[src/rtl/poly_synth_core.sv]
// poly_synth_core: polyphonic square-wave synth voice bank.
// Each voice has its own oscillator and ADSR envelope. All envelopes share
// one set of rate and sustain settings. The voices are summed through a
// single time-multiplexed 8x8 multiplier into one 16-bit sample per tick.
module poly_synth_core #(
  parameter int VOICES     = 4,
  parameter int SAMPLE_DIV = 512,
  parameter int ADSR_DIV   = 512,
  parameter int CNT_W      = 32
) (
  input  logic                      clk,
  input  logic                      rst,
  input  logic [VOICES-1:0]         trig,
  input  logic [7:0]                adsr_ai,
  input  logic [7:0]                adsr_di,
  input  logic [7:0]                adsr_s,
  input  logic [7:0]                adsr_ri,
  input  logic [VOICES*CNT_W-1:0]   osc_count,
  output logic [15:0]               sample,
  output logic                      sample_valid,
  output logic [VOICES-1:0]         active
);

  localparam int SH     = (VOICES > 1) ? $clog2(VOICES) : 0;
  localparam int IDX_W  = (VOICES > 1) ? $clog2(VOICES) : 1;
  localparam int ACC_W  = 16 + SH;
  localparam int DIV_W  = (SAMPLE_DIV > 1) ? $clog2(SAMPLE_DIV) : 1;
  localparam int ADIV_W = (ADSR_DIV > 1) ? $clog2(ADSR_DIV) : 1;

  typedef enum logic [2:0] {
    ENV_IDLE,
    ENV_ATTACK,
    ENV_DECAY,
    ENV_SUSTAIN,
    ENV_RELEASE
  } env_state_t;

  logic [DIV_W-1:0]  div_cnt;
  logic [ADIV_W-1:0] env_div;
  logic              sample_tick;
  logic              env_tick;

  logic [CNT_W-1:0]  osc_cnt [VOICES];
  logic [VOICES-1:0] phase;

  env_state_t        env_state  [VOICES];
  logic [7:0]        env_val    [VOICES];
  env_state_t        step_state [VOICES];
  logic [7:0]        step_env   [VOICES];

  logic [7:0]        ai_eff;
  logic [7:0]        di_eff;
  logic [7:0]        ri_eff;

  logic              mix_busy;
  logic [IDX_W-1:0]  mix_idx;
  logic [ACC_W-1:0]  acc;
  logic [7:0]        mul_osc;
  logic [7:0]        mul_env;
  logic [15:0]       product;
  logic [ACC_W-1:0]  acc_sum;

  function automatic logic [7:0] sat_add(input logic [7:0] a, input logic [7:0] b);
    logic [8:0] s;
    s = {1'b0, a} + {1'b0, b};
    return s[8] ? 8'hFF : s[7:0];
  endfunction

  function automatic logic [7:0] sat_sub(input logic [7:0] a, input logic [7:0] b);
    return (a > b) ? (a - b) : 8'h00;
  endfunction

  assign sample_tick = (div_cnt == DIV_W'(SAMPLE_DIV - 1));
  assign env_tick    = sample_tick && (env_div == ADIV_W'(ADSR_DIV - 1));

  // A zero rate would freeze an envelope in place, so it is bumped to 1.
  assign ai_eff = (adsr_ai == 8'h00) ? 8'h01 : adsr_ai;
  assign di_eff = (adsr_di == 8'h00) ? 8'h01 : adsr_di;
  assign ri_eff = (adsr_ri == 8'h00) ? 8'h01 : adsr_ri;

  // Sample and envelope prescalers; both are plain enables, never clocks.
  always_ff @(posedge clk) begin
    if (rst) begin
      div_cnt <= '0;
      env_div <= '0;
    end else begin
      if (sample_tick) begin
        div_cnt <= '0;
        if (env_div == ADIV_W'(ADSR_DIV - 1)) begin
          env_div <= '0;
        end else begin
          env_div <= env_div + ADIV_W'(1);
        end
      end else begin
        div_cnt <= div_cnt + DIV_W'(1);
      end
    end
  end

  // Per-voice oscillators: a count that reaches or passes its limit wraps to 0 and flips the phase.
  always_ff @(posedge clk) begin
    for (int i = 0; i < VOICES; i++) begin
      if (rst) begin
        osc_cnt[i] <= '0;
        phase[i]   <= 1'b0;
      end else if (sample_tick) begin
        if (osc_cnt[i] >= osc_count[i*CNT_W +: CNT_W]) begin
          osc_cnt[i] <= '0;
          phase[i]   <= ~phase[i];
        end else begin
          osc_cnt[i] <= osc_cnt[i] + CNT_W'(1);
        end
      end
    end
  end

  // Envelope next-state: a tick that enters a new state also applies that state's step,
  // and a released gate overrides every other transition.
  always_comb begin
    for (int i = 0; i < VOICES; i++) begin
      step_state[i] = env_state[i];
      step_env[i]   = env_val[i];
      if (trig[i]) begin
        case (env_state[i])
          ENV_DECAY: begin
            step_env[i]   = (sat_sub(env_val[i], di_eff) > adsr_s) ? sat_sub(env_val[i], di_eff) : adsr_s;
            step_state[i] = (step_env[i] == adsr_s) ? ENV_SUSTAIN : ENV_DECAY;
          end
          ENV_SUSTAIN: begin
            step_env[i]   = adsr_s;
            step_state[i] = ENV_SUSTAIN;
          end
          default: begin
            step_env[i] = sat_add(env_val[i], ai_eff);
            if (step_env[i] == 8'hFF) begin
              step_state[i] = (adsr_s == 8'hFF) ? ENV_SUSTAIN : ENV_DECAY;
            end else begin
              step_state[i] = ENV_ATTACK;
            end
          end
        endcase
      end else if (env_state[i] == ENV_IDLE) begin
        step_env[i]   = 8'h00;
        step_state[i] = ENV_IDLE;
      end else begin
        step_env[i]   = sat_sub(env_val[i], ri_eff);
        step_state[i] = (step_env[i] == 8'h00) ? ENV_IDLE : ENV_RELEASE;
      end
    end
  end

  // Envelope registers and the active flags advance only on envelope ticks.
  always_ff @(posedge clk) begin
    for (int i = 0; i < VOICES; i++) begin
      if (rst) begin
        env_state[i] <= ENV_IDLE;
        env_val[i]   <= 8'h00;
        active[i]    <= 1'b0;
      end else if (env_tick) begin
        env_state[i] <= step_state[i];
        env_val[i]   <= step_env[i];
        active[i]    <= (step_state[i] != ENV_IDLE);
      end
    end
  end

  assign mul_osc = phase[mix_idx] ? 8'hFF : 8'h00;
  assign mul_env = env_val[mix_idx];
  assign product = {8'h00, mul_osc} * {8'h00, mul_env};
  assign acc_sum = acc + ACC_W'(product);

  // Mixer: one voice per cycle after each sample tick, then publish the scaled sum with a strobe.
  always_ff @(posedge clk) begin
    if (rst) begin
      mix_busy     <= 1'b0;
      mix_idx      <= '0;
      acc          <= '0;
      sample       <= 16'h0000;
      sample_valid <= 1'b0;
    end else begin
      sample_valid <= 1'b0;
      if (sample_tick) begin
        mix_busy <= 1'b1;
        mix_idx  <= '0;
        acc      <= '0;
      end else if (mix_busy) begin
        acc <= acc_sum;
        if (mix_idx == IDX_W'(VOICES - 1)) begin
          mix_busy     <= 1'b0;
          sample       <= acc_sum[SH +: 16];
          sample_valid <= 1'b1;
        end else begin
          mix_idx <= mix_idx + IDX_W'(1);
        end
      end
    end
  end

endmodule

[config.mk]
export PLATFORM = sky130hd
export DESIGN_NAME = poly_synth_core
export DESIGN_NICKNAME = d
export VERILOG_FILES = /design/src/rtl/poly_synth_core.sv
export SDC_FILE = /design/constraint.sdc
export NUM_CORES = 1
export LEC_CHECK = 0
export CELL_PAD_IN_SITES_DETAIL_PLACEMENT = 2
export CELL_PAD_IN_SITES_GLOBAL_PLACEMENT = 2
export CORE_ASPECT_RATIO = 0.9
export CORE_MARGIN = 2
export CORE_UTILIZATION = 41
export DETAILED_ROUTE_END_ITERATION = 12
export HOLD_SLACK_MARGIN = 0.02
export MAX_ROUTING_LAYER = met4
export PLACE_DENSITY_LB_ADDON = 0.1
export SYNTH_ARGS = -nofsm -noshare
export SYNTH_HDL_FRONTEND = slang
export SYNTH_SLANG_ARGS = --single-unit
[constraint.sdc]
create_clock -name clk -period 11.5 [get_ports clk]
set_input_delay 2.3 -clock clk [delete_from_list [all_inputs] [get_ports clk]]
set_output_delay 2.3 -clock clk [all_outputs]
set_load 0.05 [all_outputs]
==> flow_summary.yaml <==
timing:
  finalSetupTns_ns: 0
  skew_ns: 0.0230
  relSlewSlack: 0.174
  final.period_utilization: 0.648
  hold_viol: 0
  setup_viol: 0
  period_minus_slack_ns: 7.45
  setup_ws_ns: 4.05
  worstMarginPinSlew_ns: 1.24
  rsz0062_at_grt: "no"
  max_freq_mhz: 134
  drv_slew: 0
setup_path:
  rr_worst_depth: 17
  worstReg2RegEnd: "acc[17]"
  worst-endpoint-required_ns: 11.86
  rrSetupSlack_ns: 5.12
  cp-end-kind: "flip-flop"
  cp-start-kind: "primary input"
  critPathMaxFanout: 8
  worst_ep_arrival_time_ns: 7.81
  crit_type: "primary input to flip-flop"
  endpoint: "env_val[3][2]"
  crit_path_start: "adsr_di[5]"
global_route:
  grt_pass1_wl_microns: 130000
  overflow: 0
  grt_max_degree: 95
  grt_antenna_before_repair: 2
  grt_use_total: 0.291
  grt_pass1_vias: 23000
finish:
  fin_nets: 3290
  drive_above_1_share: 0.0484
  finalNonFillerCells: 3548
  area_growth_pct: 15.9
  fin_util: 0.481
  fin_area_sq_um: 26900
clock_network:
  clk_latency_ns: 0.61
  clkTransAtPathRegs_ns: 0.07
  cts_max_level: 1
  ctsHoldBuffers: 0
  cts_tree: "done"
  clock-sinks: 238
  ctsLongestPathBuffers: 3
  postCtsSetupRepairBufs: 0
  post_cts_resized: 0
  cts_buffers: 30
  cts-root-buf: "clkbuf_16"
run_status:
  status: "completed"
floorplan:
  core_sq_um: 55800
  die_area_sq_um: 58500
  rows: 82
  die_w_microns: 255
  start_util: 0.415
  io-pin-count: 187
  die_h_microns: 230
synthesis:
  syn_avg_cell_area_sq_um: 8.95
  synth_most_common_cell: "ha_1"
  ys_warn_count: 0
  yosysTopAreaCellShare: 0.223
  synth_area_sq_um: 23200
  synth_seq_cells: 238
  async_flop_share: 0
  synth.top_cells.by_area: "edfxtp_1 (22%), ha_1 (17%), dfxtp_1 (5.7%)"
  synth-edff-count: 172
  yosysSeqAreaShare: 0.280
  syn-num-nets: 3113
  netlist-cell-type-count: 98
  yosysTopAreaCell: "edfxtp_1"
  synthFlopType: "edfxtp_1"
  synth_commonest_cells: "ha_1 (307), nor2_1 (294), inv_1 (275)"
  synth_cells: 2589
job:
  cap_violations: 0
detailed_routing:
  detail-route-antenna-nets: 0
  wirelength_microns: 82600
  via_per_inst: 5.81
  wl_per_cell_microns: 23.3
  vias: 20600
  drcViolationCount: 0
  firstDrtPassIters: 5
  drt_iter0_markers: 1092
power_and_ir_drop:
  p_per_area_nw_per_um2: 91.7
  leakagePower_nw: 11.8
  max-vdd-ir-drop_uv: 120
placed_design:
  dp_cells: 3490
  dp_hpwl_microns: 64000
  place_congestion: 0.950
  placed_area_sq_um: 25900
  io_buffers: 186
  pre_cts_ws_ns: 3.50
worst_hold_path:
  hp-class: "flip-flop to flip-flop"
==> worst max-delay path: stages <==
cell             delay, ns
clkdlybuf4s50_1       0.42
inv_1                 0.34
a41o_1                0.51
ha_1                  0.26
inv_1                 0.06
fa_1                  0.42
a21o_1                0.19
a21o_1                0.22
a221o_1               0.42
and2_1                0.26
and3_1                0.19
ha_1                  0.31
a21o_1                0.12
a21o_1                0.11
a21oi_1               0.07
a211oi_1              0.75
buf_4                 0.29
mux2_2                0.33
o21ai_0               0.16
o2bb2ai_1             0.07
==> per-layer routing <==
layer | wire length (microns) | part of all wire | track usage
met2 | 39900 | 0.48 | 0.490
met4 | 2530 | 0.031 | 0.0819
met1 | 36400 | 0.44 | 0.361
met3 | 3820 | 0.046 | 0.0451
met5 | 0 | 0 | -
==> worst min path at each step <==
stage          startpoint          to  slack [ns]  cells after the start
2_1_floorplan  div_cnt[0]  div_cnt[0]        0.42                      1
3_5_place_dp   sample[14]  sample[14]        0.45                      2
5_1_grt        div_cnt[0]  div_cnt[0]        0.48                      1
3_3_place_gp   div_cnt[0]  div_cnt[0]        0.43                      1
4_1_cts        div_cnt[0]  div_cnt[0]        0.46                      1
6_report       sample[14]  sample[14]        0.46                      2
==> final cells by class <==
class / count / area [sq um]
clock inverter: 17 / 184
fill: 6113 / 29000
sequential: 238 / 6490
tap: 756 / 946
timing repair buffer: 201 / 1970
multi-input combinational: 2015 / 15400
antenna: 2 / 5.00
inverter: 280 / 1060
clock buffer: 39 / 805
==> per-stage QoR <==
step / power [mW] / hold WS [ns]
6_report: 2.46 / 0.459
5_1_grt: 2.56 / 0.480
4_1_cts: 2.48 / 0.462
3_5_place_dp: 1.49 / 0.455
3_3_place_gp: 1.45 / 0.427
2_1_floorplan: 1.29 / 0.418
==> sequential cells by signal, indices dropped and copies added, names as in the netlist, named ones only <==
name,count
osc_cnt,128
acc,18
mix_busy,1
env_state,12
env_val,32
div_cnt,9
sample_valid,1
phase,4
mix_idx,2
env_div,9
sample,16
active,4
==> where the power goes <==
group,switching (mW),internal [mW]
clock,0.424,0.561
sequential,0.0324,0.939
combinational,0.289,0.216
total,0.746,1.72
==> layout by cell type, fill, tap and decap left out, types with 30 or more instances in the layout <==
cell type,netlist,layout
o21ai_0,58,58
xor2_1,96,96
mux2i_1,43,43
nand2_1,151,151
a21o_1,73,73
clkdlybuf4s50_1,0,185
and3_1,42,42
clkbuf_16,0,30
nor3_1,46,45
nor2b_1,43,42
nor2_1,294,294
ha_1,307,307
inv_1,275,275
dfxtp_1,66,66
nand3_1,89,89
fa_1,51,51
xnor2_1,101,101
edfxtp_1,172,172
nand4_1,63,63
a21oi_1,108,108
==> cells by family after synthesis <==
kind of cell / share of synthesized area
simple gates: 0.194
mux: 0.0327
fa+ha+maj: 0.210
flops: 0.280
compound gates: 0.151
xor+xnor: 0.0764
buf+inv: 0.0557
Power figures use the tool's default switching activity.
